===== config.mk =====
export PLATFORM = sky130hd
export DESIGN_NAME = hptdc_readout_emulator
export DESIGN_NICKNAME = d
export VERILOG_FILES = /design/src/rtl/hptdc_readout_emulator.sv
export SDC_FILE = /design/constraint.sdc
export NUM_CORES = 1
export LEC_CHECK = 0
export BUFFER_PORTS_ARGS = -buffer_cell sky130_fd_sc_hd__buf_4
export CAP_MARGIN = 20
export CELL_PAD_IN_SITES_DETAIL_PLACEMENT = 1
export CELL_PAD_IN_SITES_GLOBAL_PLACEMENT = 1
export CORE_MARGIN = 2
export CORE_UTILIZATION = 40
export DETAILED_ROUTE_END_ITERATION = 10
export PLACE_DENSITY_LB_ADDON = 0.1
export SETUP_SLACK_MARGIN = 0.4
export SKIP_CTS_REPAIR_TIMING = 1
export SKIP_LAST_GASP = 1
export SYNTH_ARGS = -nofsm -noshare
export SYNTH_HDL_FRONTEND = slang
export SYNTH_SLANG_ARGS = --single-unit

===== constraint.sdc =====
create_clock -name clk -period 6.3 [get_ports clk]
set_clock_uncertainty 0.1 [all_clocks]
set_input_delay 0.945 -clock clk [delete_from_list [all_inputs] [get_ports clk]]
set_output_delay 0.945 -clock clk [all_outputs]
set_load 0.01 [all_outputs]

===== src/rtl/hptdc_readout_emulator.sv =====
// hptdc_readout_emulator
//
// Stands in for a real HPTDC on its parallel readout port. Every trigger
// yields one event: a header word, HITS_PER_EVENT measurement words and a
// trailer word. Each word is presented with hptdc_data_ready and is followed
// by a one-cycle GAP, so every word has its own ready low->high edge.
//
// Ports
//   clk               system clock, rising edge
//   rst               asynchronous active-low reset
//   enable            permits new events to start (a running event completes)
//   trigger           one trigger per cycle sampled high
//   event_reset       synchronous clear of the event counter
//   bunch_reset       synchronous clear of the bunch counter
//   hptdc_get_data    receiver acknowledge
//   hptdc_data        readout word
//   hptdc_data_ready  word valid
//   busy              state is not IDLE
//   trig_overflow     sticky, set when a trigger is dropped
//   fsm_state         current FSM state encoding (debug)
//   pending           triggers waiting to start an event (debug)
//
// Handshake: a word transfers on a rising edge where hptdc_data_ready and
// hptdc_get_data are both high. While ready is high, hptdc_data is held
// stable for as long as the receiver withholds hptdc_get_data.
module hptdc_readout_emulator #(
  parameter logic [3:0]  TDC_ID         = 4'd0,
  parameter int          HITS_PER_EVENT = 4,
  parameter logic [18:0] TIME_STEP      = 19'd25
) (
  input  logic        clk,
  input  logic        rst,
  input  logic        enable,
  input  logic        trigger,
  input  logic        event_reset,
  input  logic        bunch_reset,
  input  logic        hptdc_get_data,
  output logic [31:0] hptdc_data,
  output logic        hptdc_data_ready,
  output logic        busy,
  output logic        trig_overflow,
  output logic [2:0]  fsm_state,
  output logic [3:0]  pending
);

  typedef enum logic [2:0] {IDLE, HDR, HIT, TRL, GAP} state_t;

  localparam logic [4:0]  HITS5      = 5'(HITS_PER_EVENT);
  localparam logic [11:0] WORD_COUNT = 12'(HITS_PER_EVENT + 2);

  state_t      state, next_state;
  state_t      last_word;   // which word the current GAP follows
  logic [11:0] bunch_cnt, event_cnt, bid, eid;
  logic [4:0]  hit_idx;
  logic [3:0]  pend_cnt;
  logic        xfer, start, load_word;
  logic [18:0] hit_time;
  logic [31:0] next_word;

  assign hptdc_data_ready = (state == HDR) || (state == HIT) || (state == TRL);
  assign busy             = (state != IDLE);
  assign fsm_state        = state;
  assign pending          = pend_cnt;

  assign xfer     = hptdc_data_ready & hptdc_get_data;
  assign start    = (state == IDLE) && enable && (pend_cnt != 4'd0);
  assign hit_time = {bid, 7'b0} + 19'(hit_idx) * TIME_STEP;

  always_comb begin
    next_state = state;
    case (state)
      IDLE:          if (start) next_state = HDR;
      HDR, HIT, TRL: if (xfer)  next_state = GAP;
      GAP: begin
        case (last_word)
          HDR:     next_state = HIT;
          // hit_idx has already advanced past the hit just sent
          HIT:     next_state = (hit_idx < HITS5) ? HIT : TRL;
          default: next_state = IDLE;
        endcase
      end
      default:       next_state = IDLE;
    endcase
  end

  // The word register is loaded only when entering a word state, so it holds
  // through the word, the following GAP and any IDLE time.
  always_comb begin
    load_word = 1'b0;
    next_word = hptdc_data;
    if (start) begin
      load_word = 1'b1;
      // bid/eid are latched on this same edge, so use the live counters
      next_word = {4'b0010, TDC_ID, event_cnt, bunch_cnt};
    end else if (state == GAP && next_state == HIT) begin
      load_word = 1'b1;
      next_word = {3'b010, hit_idx[0], TDC_ID, hit_idx, hit_time};
    end else if (state == GAP && next_state == TRL) begin
      load_word = 1'b1;
      next_word = {4'b0011, TDC_ID, eid, WORD_COUNT};
    end
  end

  always_ff @(posedge clk or negedge rst) begin
    if (!rst) begin
      state         <= IDLE;
      last_word     <= IDLE;
      bunch_cnt     <= '0;
      event_cnt     <= '0;
      bid           <= '0;
      eid           <= '0;
      hit_idx       <= '0;
      pend_cnt      <= '0;
      trig_overflow <= 1'b0;
      hptdc_data    <= '0;
    end else begin
      state <= next_state;
      if (xfer) last_word <= state;
      if (load_word) hptdc_data <= next_word;

      bunch_cnt <= bunch_reset ? 12'd0 : bunch_cnt + 12'd1;

      if (event_reset)
        event_cnt <= '0;
      else if (state == HDR && xfer)
        event_cnt <= event_cnt + 12'd1;

      if (start) begin
        bid     <= bunch_cnt;
        eid     <= event_cnt;
        hit_idx <= '0;
      end else if (state == HIT && xfer) begin
        hit_idx <= hit_idx + 5'd1;
      end

      // A trigger coinciding with an event start leaves the count unchanged,
      // even when the counter is full.
      if (trigger && !start) begin
        if (pend_cnt == 4'd15)
          trig_overflow <= 1'b1;
        else
          pend_cnt <= pend_cnt + 4'd1;
      end else if (!trigger && start) begin
        pend_cnt <= pend_cnt - 4'd1;
      end
    end
  end

endmodule


== Word-level counts from Yosys, hierarchy flattened ==
Index checks and enable logic that the tools add are counted.
Storage, ports and cells
  bits in registers: 96
  logic and storage cells: 71
  output and inout bits: 42
  bits of input ports: 7
Operators by class
  magnitude comparators: 1
  bitwise logic cells: 1
  eq/ne operators: 10
  mux-type cells: 19
  multiply operators: 1
  $add $sub $neg: 6
  reductions and logical operators: 23
Operator list (count)
  $mux W32: 3
  $mux W12: 3
  $add A12 B1 Y12 const B: 2
  $add A19 B10 Y19: 1
  $eq A3 B2 Y1 const B: 5
  $mux W4: 3
  $mul A5 B5 Y10 const B: 1
  $mux W5: 2
  $pmux W3 S3: 1
  $logic_and A1 B1 Y1: 8
  $eq A3 B1 Y1 const B: 2
  $mux W3: 2
  $reduce_and A2 Y1: 3
  $reduce_bool A2 Y1: 3
  $reduce_bool A3 Y1: 2
  $add A5 B1 Y5 const B: 1
  $lt A5 B3 Y1 const B: 1
  $add A4 B1 Y4 const B: 1
  $eq A4 B4 Y1 const B: 1
  $mux W1: 4
  $pmux W2 S2: 1
  $reduce_bool A4 Y1: 1
  $sub A4 B1 Y4 const B: 1
  $eq A3 B3 Y1 const B: 1
  other kinds (6): 8

== Depth between registers and ports, before layout ==
Gate-level depths: netlist (run 1).
  word-level depth: 12
  gate-level depth with buffers: 12
  mapped depth without buffers: 11

== Worst setup path before layout (run 1) ==
OpenSTA, ideal clock, no wires.
  path type: reg-to-reg
  from: register hit_idx[3]
  to: register hptdc_data[17]
  cell stages (with the launch flop): 11
  required time: 6.075 ns
  library setup time: 0.125 ns
  path slack: 3.169 ns
  data arrival time: 2.906 ns
  period minus slack after synthesis: 3.131 ns
  path through: dfrtp_1 -> inv_1 -> ha_1 -> fa_1 -> ha_1 -> ha_1 -> nor2b_1 -> o31a_1 -> o311ai_0 -> xor2_1 -> o21ai_1
Between the ends
  word-level cells in the longest chain between the ends: 10
  elaborated cells on any way between the ends: 17
  classes of those cells: add/sub: 1; mul: 1; order compare: 1; eq/ne: 2; mux: 8; reduce/logical: 4
RTL lines
  start, declared: RTL line 54  | logic [4:0] hit_idx;
  start signal, assigned: RTL line 133  | hit_idx <= hit_idx + 5'd1;
  parallel branches: the longest is 10 deep, another holds $add A19 B10 Y19
  end signal, assigned: RTL line 119  | if (load_word) hptdc_data <= next_word;
  end, declared: RTL line 38  | output logic [31:0] hptdc_data,
Parallel ways; which one is timed is not known.
A chain may end at the register's enable or synchronous reset.

== Final worst setup path (run 1) ==
Ends and elaborated chain as after synthesis.

==> results of run 1 <==
layout make-up:
cell class / count / area share [%]
Timing Repair Buffer: 47 / 6.63
Inverter: 13 / 0.897
Sequential cell: 91 / 41.9
Tap cell: 143 / 3.29
Multi-Input combinational cell: 353 / 42.7
Clock buffer: 10 / 4.21
Clock inverter: 4 / 0.368
metal layers:
layer | track usage, % | wire length [µm] | vias up
li1 | - | - | 1729
met1 | 26.5 | 5590 | 1798
met2 | 33.8 | 5780 | 58
met3 | 3.27 | 333 | 13
met4 | 7.07 | 196 | 0
met5 | 0 | 0 | -
registers in the layout, summed over array words and instances (netlist names):
signal,cells
hptdc_data,27
bid,12
bunch_cnt,12
eid,12
event_cnt,12
hit_idx,5
pending,4
fsm_state,3
last_word,3
trig_overflow,1
cells in the final DEF, fill, tap and decap left out, drive strengths merged, types with 6 or more instances in the layout:
| cell type | synthesis | layout |
|---|---|---|
| buf | 9 | 47 |
| xnor2 | 10 | 10 |
| inv | 13 | 13 |
| o21ai | 28 | 28 |
| clkbuf | 15 | 10 |
| nor2b | 6 | 6 |
| nand3 | 12 | 12 |
| a21oi | 13 | 13 |
| nand4 | 8 | 8 |
| nand2 | 98 | 98 |
| xor2 | 17 | 17 |
| a22oi | 6 | 6 |
| or3 | 9 | 9 |
| mux2i | 7 | 7 |
| ha | 28 | 28 |
| o211ai | 11 | 11 |
| dfrtp | 91 | 91 |
| nor2 | 30 | 30 |
how the worst min path moves through the flow:
stage	start	end	slack (ns)	depth (start not counted)
CTS	hptdc_data[30]	hptdc_data[30]	0.38	2
global route	eid[5]	eid[5]	0.40	2
floorplan	eid[1]	eid[1]	0.34	2
global placement	eid[1]	eid[1]	0.35	2
finish	hptdc_data[30]	hptdc_data[30]	0.38	2
detailed placement	eid[1]	eid[1]	0.36	2
power groups by stage:
stage	Clock, mW	Sequential [mW]	Combinational [mW]
4_1_cts	0.502	0.752	0.608
3_5_place_dp	0	0.762	0.605
2_1_floorplan	0	0.762	0.369
6_report	0.485	0.751	0.604
3_3_place_gp	0	0.758	0.590
5_1_grt	0.526	0.767	0.669
worst max-delay path, stage by stage (launching register included):
cell      delay [ns]
dfrtp_1         0.43
inv_1           0.13
ha_1            0.33
fa_1            0.48
ha_1            0.32
ha_1            0.35
nor2b_1         0.19
o31a_1          0.35
o311ai_0        0.39
xor2_1          0.18
o21ai_1         0.07
metrics by stage:
step	hold WS [ns]	total power [mW]
2_1_floorplan	0.338	1.13
6_report	0.376	1.84
5_1_grt	0.403	1.96
3_3_place_gp	0.354	1.35
4_1_cts	0.382	1.86
3_5_place_dp	0.358	1.37
cells by family after synthesis:
group | after synthesis | share of synthesized area [%]
simple gates | 192 | 19.1
fa+ha+maj | 31 | 8.59
other cells | 1 | 0.0785
xor+xnor | 27 | 4.95
mux | 11 | 2.41
buf+inv | 37 | 4.01
flops | 91 | 47.7
compound gates | 87 | 13.3
==> flow_summary.toml, run 1 <==
[routing]
routed_via_density = 5.44
dr.pass1.iters = 5
ant_nets = 0
vias = 3598
post_drt_wl_per_cell_um = 18.0
wirelength_mm = 11.9
drt_iter0_drc = 176
drc = 0

[pwr]
combinationalPowerShare_pct = 32.8
p_leak_nw = 2.66
power_switching_share_pct = 36.9
seq_power_share_pct = 40.8
vdd_ir_drop_max_mv = 0.128
switching_power_mw = 0.679
power.share.clock_pct = 26.4
intPower_mw = 1.16
p_per_area_nw_per_um2 = 338

[cells_and_area]
fillers = 1308
fin_area_um2 = 5440
nets = 553
final_util_pct = 47.2
drive_gt1_share_pct = 15.6
stdcell_count = 661
multiInputGateArea_um2 = 2320
n_antenna_cell = 0
regArea_um2 = 2280
areaGrowthSynthToFinish_pct = 13.8

[floorplan]
num_io_pins = 49
die_area_um2 = 12800
die_h_um = 113
start_util_pct = 41.5
rows = 39
die_w_um = 113
core_um2 = 11500

[clock_tree]
cts_sinks = 91
cts_buffers = 9
h-tree-depth = 3
clock_path_buffers = 2
cts.reportedPaths.clkPinSlew_ns = 0.06
cts_tree = "built"
cts-root-buf = "clkbuf_16"
clk_latency_ns = 0.35

[run]
cap_viol_max_count = 0

[setup_path]
endpoint_kind = "flop"
regToRegStartpoint = "hit_idx[3]"
r2r_slack_ns = 2.86
crit_fanout = 7
required_ns = 6.42
critPathLaunch = "hit_idx[3]"
critPathKind = "reg -> reg"
reg2reg_depth = 10
cp.arrival_ns = 3.56
timing.rr.end = "hptdc_data[17]"
endpoint = "hptdc_data[17]"
startpoint_type = "flop"

[synth]
synth_most_common_cell = "nand2_1"
yosysTopAreaCell = "dfrtp_1"
synth_top_area_share_pct = 47.7
synthTopCellsByCount = "nand2_1 (98), dfrtp_1 (91), nor2_1 (30)"
yosysSeqAreaShare_pct = 47.7
synth_area_um2 = 4780
ys_seq_elements = 91
ys.warnings.count = 0
netlist_instances = 477
synthTopCellsByArea = "dfrtp_1 (48%), nand2_1 (7.7%), ha_1 (7.3%)"
ys.flop_type = "dfrtp_1"
ys_types = 57
async_reset_ff_share_pct = 100
syn_avg_cell_area_um2 = 10.0
synth_edf_count = 0

[timing]
min_period_ns = 3.44
post-route-period-util_pct = 54.6
setup_violations = 0
hold_viol = 0
slew_viol_final = 0
max-slew-margin-rel_pct = 57.1
rsz0062_at_grt = "no"
tightest_slew_ns = 0.643
fin_ws_ns = 2.86
fin_tns_setup_ns = 0
max_freq_mhz = 291

[global_routing]
grt_max_degree = 51
grt_pass1_wl_mm = 19.9
gr-usage-all-layers_pct = 20.1
grt_overflow_total = 0
grt_pass1_vias = 3806
antenna_found_initial = 0

[place]
dp_cells = 646
port_buffers = 43
place_ws_ns = 2.33
globalplace.congestion = 0.786
dp_hpwl_mm = 8.41
placed_cell_area_um2 = 5170

[outcome]
outcome = "finished, final reports clean"

[hold_path]
hold_class = "reg -> reg"
Note: power is estimated with default switching activity, not from simulation.
==> run 2, diff against run 1 <==
==> constraint.sdc (replaced) <==
create_clock -name clk -period 3.6 [get_ports clk]
set_clock_uncertainty 0.1 [all_clocks]
set_input_delay 0.54 -clock clk [delete_from_list [all_inputs] [get_ports clk]]
set_output_delay 0.54 -clock clk [all_outputs]
set_load 0.01 [all_outputs]
==> run 2 against run 1 <==
Net effect: sequential power grew 74%; wire length grew 6.5%; critical endpoint is now hptdc_data[11]; die area stayed put; largest cell class unchanged; non-clock buffer count rose by 13; first-iteration DRC count is 16% lower; sequential cell count unchanged; power grew 83%.
==> flow_summary.toml, run 2 (same netlist as run 1, synthesis figures left out) <==
[setup_path]
startpoint_type = "flop"
endpoint_kind = "flop"
required_ns = 3.76
critPathKind = "reg -> reg"
cp.arrival_ns = 3.33
reg2reg_depth = 11
crit_fanout = 6

[routing]
post_drt_wl_per_cell_um = 18.8
drt_iter0_drc = 147
dr.pass1.iters = 6
ant_nets = 0
wirelength_mm = 12.7
routed_via_density = 5.40
vias = 3650
drc = 0

[pwr]
vdd_ir_drop_max_mv = 0.220
finalPower_mw = 3.37
p_per_area_nw_per_um2 = 592
p_leak_nw = 2.73

[timing]
setup_violations = 0
min_period_ns = 3.17
rsz0062_at_grt = "yes"
fin_tns_setup_ns = 0
max_freq_mhz = 316
hold_viol = 0
slew_viol_final = 0
post-route-period-util_pct = 88.0
max-slew-margin-rel_pct = 29.0
tightest_slew_ns = 1.07
fin_hold_ws_ns = 0.121

[floorplan]
start_util_pct = 41.5
core_um2 = 11500
num_io_pins = 49
die_w_um = 113
die_h_um = 113
rows = 39
die_area_um2 = 12800

[cells_and_area]
fin_area_um2 = 5690
regMostFlops = "hptdc_data"
mostFrequentLayoutCell = "nand2_1"
areaGrowthSynthToFinish_pct = 19.1
fillers = 1303
largest_reg_flops = 27
final_cell_mix = "nand2_1 (98), dfrtp_1 (87), buf_4 (59)"
drive_gt1_share_pct = 21.0
n_antenna_cell = 0
nets = 566

[global_routing]
antenna_found_initial = 0
grt_pass1_vias = 3887
gr-usage-all-layers_pct = 20.7
grt_max_degree = 52
grt_pass1_wl_mm = 20.6
grt_overflow_total = 0

[place]
port_buffers = 43
globalplace.congestion = 0.828
placed_cell_area_um2 = 5200
dp_hpwl_mm = 8.74

[clock_tree]
clk_latency_ns = 0.35
cts.reportedPaths.clkPinSlew_ns = 0.07
clock_path_buffers = 2
cts_buffers = 9
cts_tree = "built"
h-tree-depth = 3
cts-root-buf = "clkbuf_16"
cts_sinks = 91

[run]
cap_viol_max_count = 0

[hold_path]
hold_class = "in -> async"

[outcome]
outcome = "finished, final reports clean"
-- run 2: cell types whose count changed in the layout (fill, tap and decap cells not counted), moves of 3 or more --
cell / before / now
buf_4: 46 / 59
ha_1: 28 / 21
ha_4: 0 / 7
dfrtp_1: 91 / 87
dfrtp_2: 0 / 4
clkinv_2: 4 / 1
inv_1: 13 / 10
-- run 2: worst paths after layout --
kind	from	endpoint	slack (ns)
setup / recovery	hit_idx[3]	hptdc_data[11]	0.43
hold / removal	rst	pending[3]	0.12
setup reg to reg	hit_idx[3]	hptdc_data[11]	0.43
hold reg to reg	trig_overflow	trig_overflow	0.37
max in group asynchronous	rst	hit_idx[0]	2.44
min in group clk	bunch_reset	bunch_cnt[10]	0.34
-- run 2: where the power goes --
part / internal, mW / total (mW) / switching (mW) / leakage, nW
logic: 0.441 / 1.10 / 0.655 / 1.36
clock network: 0.557 / 0.963 / 0.406 / 0.139
registers: 1.16 / 1.31 / 0.154 / 1.23
-- run 2: area by class of cell --
type	instances	area, µm²	share of cell area, %
Tap cell	143	179	3.14
Clock inverter	4	50.0	0.880
Multi-Input combinational cell	353	2430	42.6
Inverter	13	51.3	0.902
Clock buffer	12	246	4.33
Sequential cell	91	2280	40.1
Timing Repair Buffer	60	454	7.98
-- run 2: stage by stage --
step	util [%]	setup WS, ns	std cells
after floorplan	-	0.469	481
after global placement	45.1	0.300	649
after detailed placement	45.1	0.120	649
after CTS	47.7	0.107	665
after global routing	49.4	0.346	676
final	49.4	0.433	676
-- run 2: critical path, cell delays in order, from the launching register on --
cell,delay (ns)
dfrtp_2,0.43
buf_6,0.13
ha_4,0.16
fa_1,0.50
ha_4,0.30
ha_4,0.20
nor2b_4,0.13
o31a_1,0.37
buf_4,0.17
o21a_1,0.17
o21a_1,0.18
o311ai_2,0.24
-- run 2: layer usage --
layer  routed length (µm)  track usage (%)  vias up
li1                     -                -     1754
met1                 5840             26.8     1823
met2                 6200             34.7       56
met3                  370             3.43       17
met4                  262             8.05        0
met5                    0                0        -
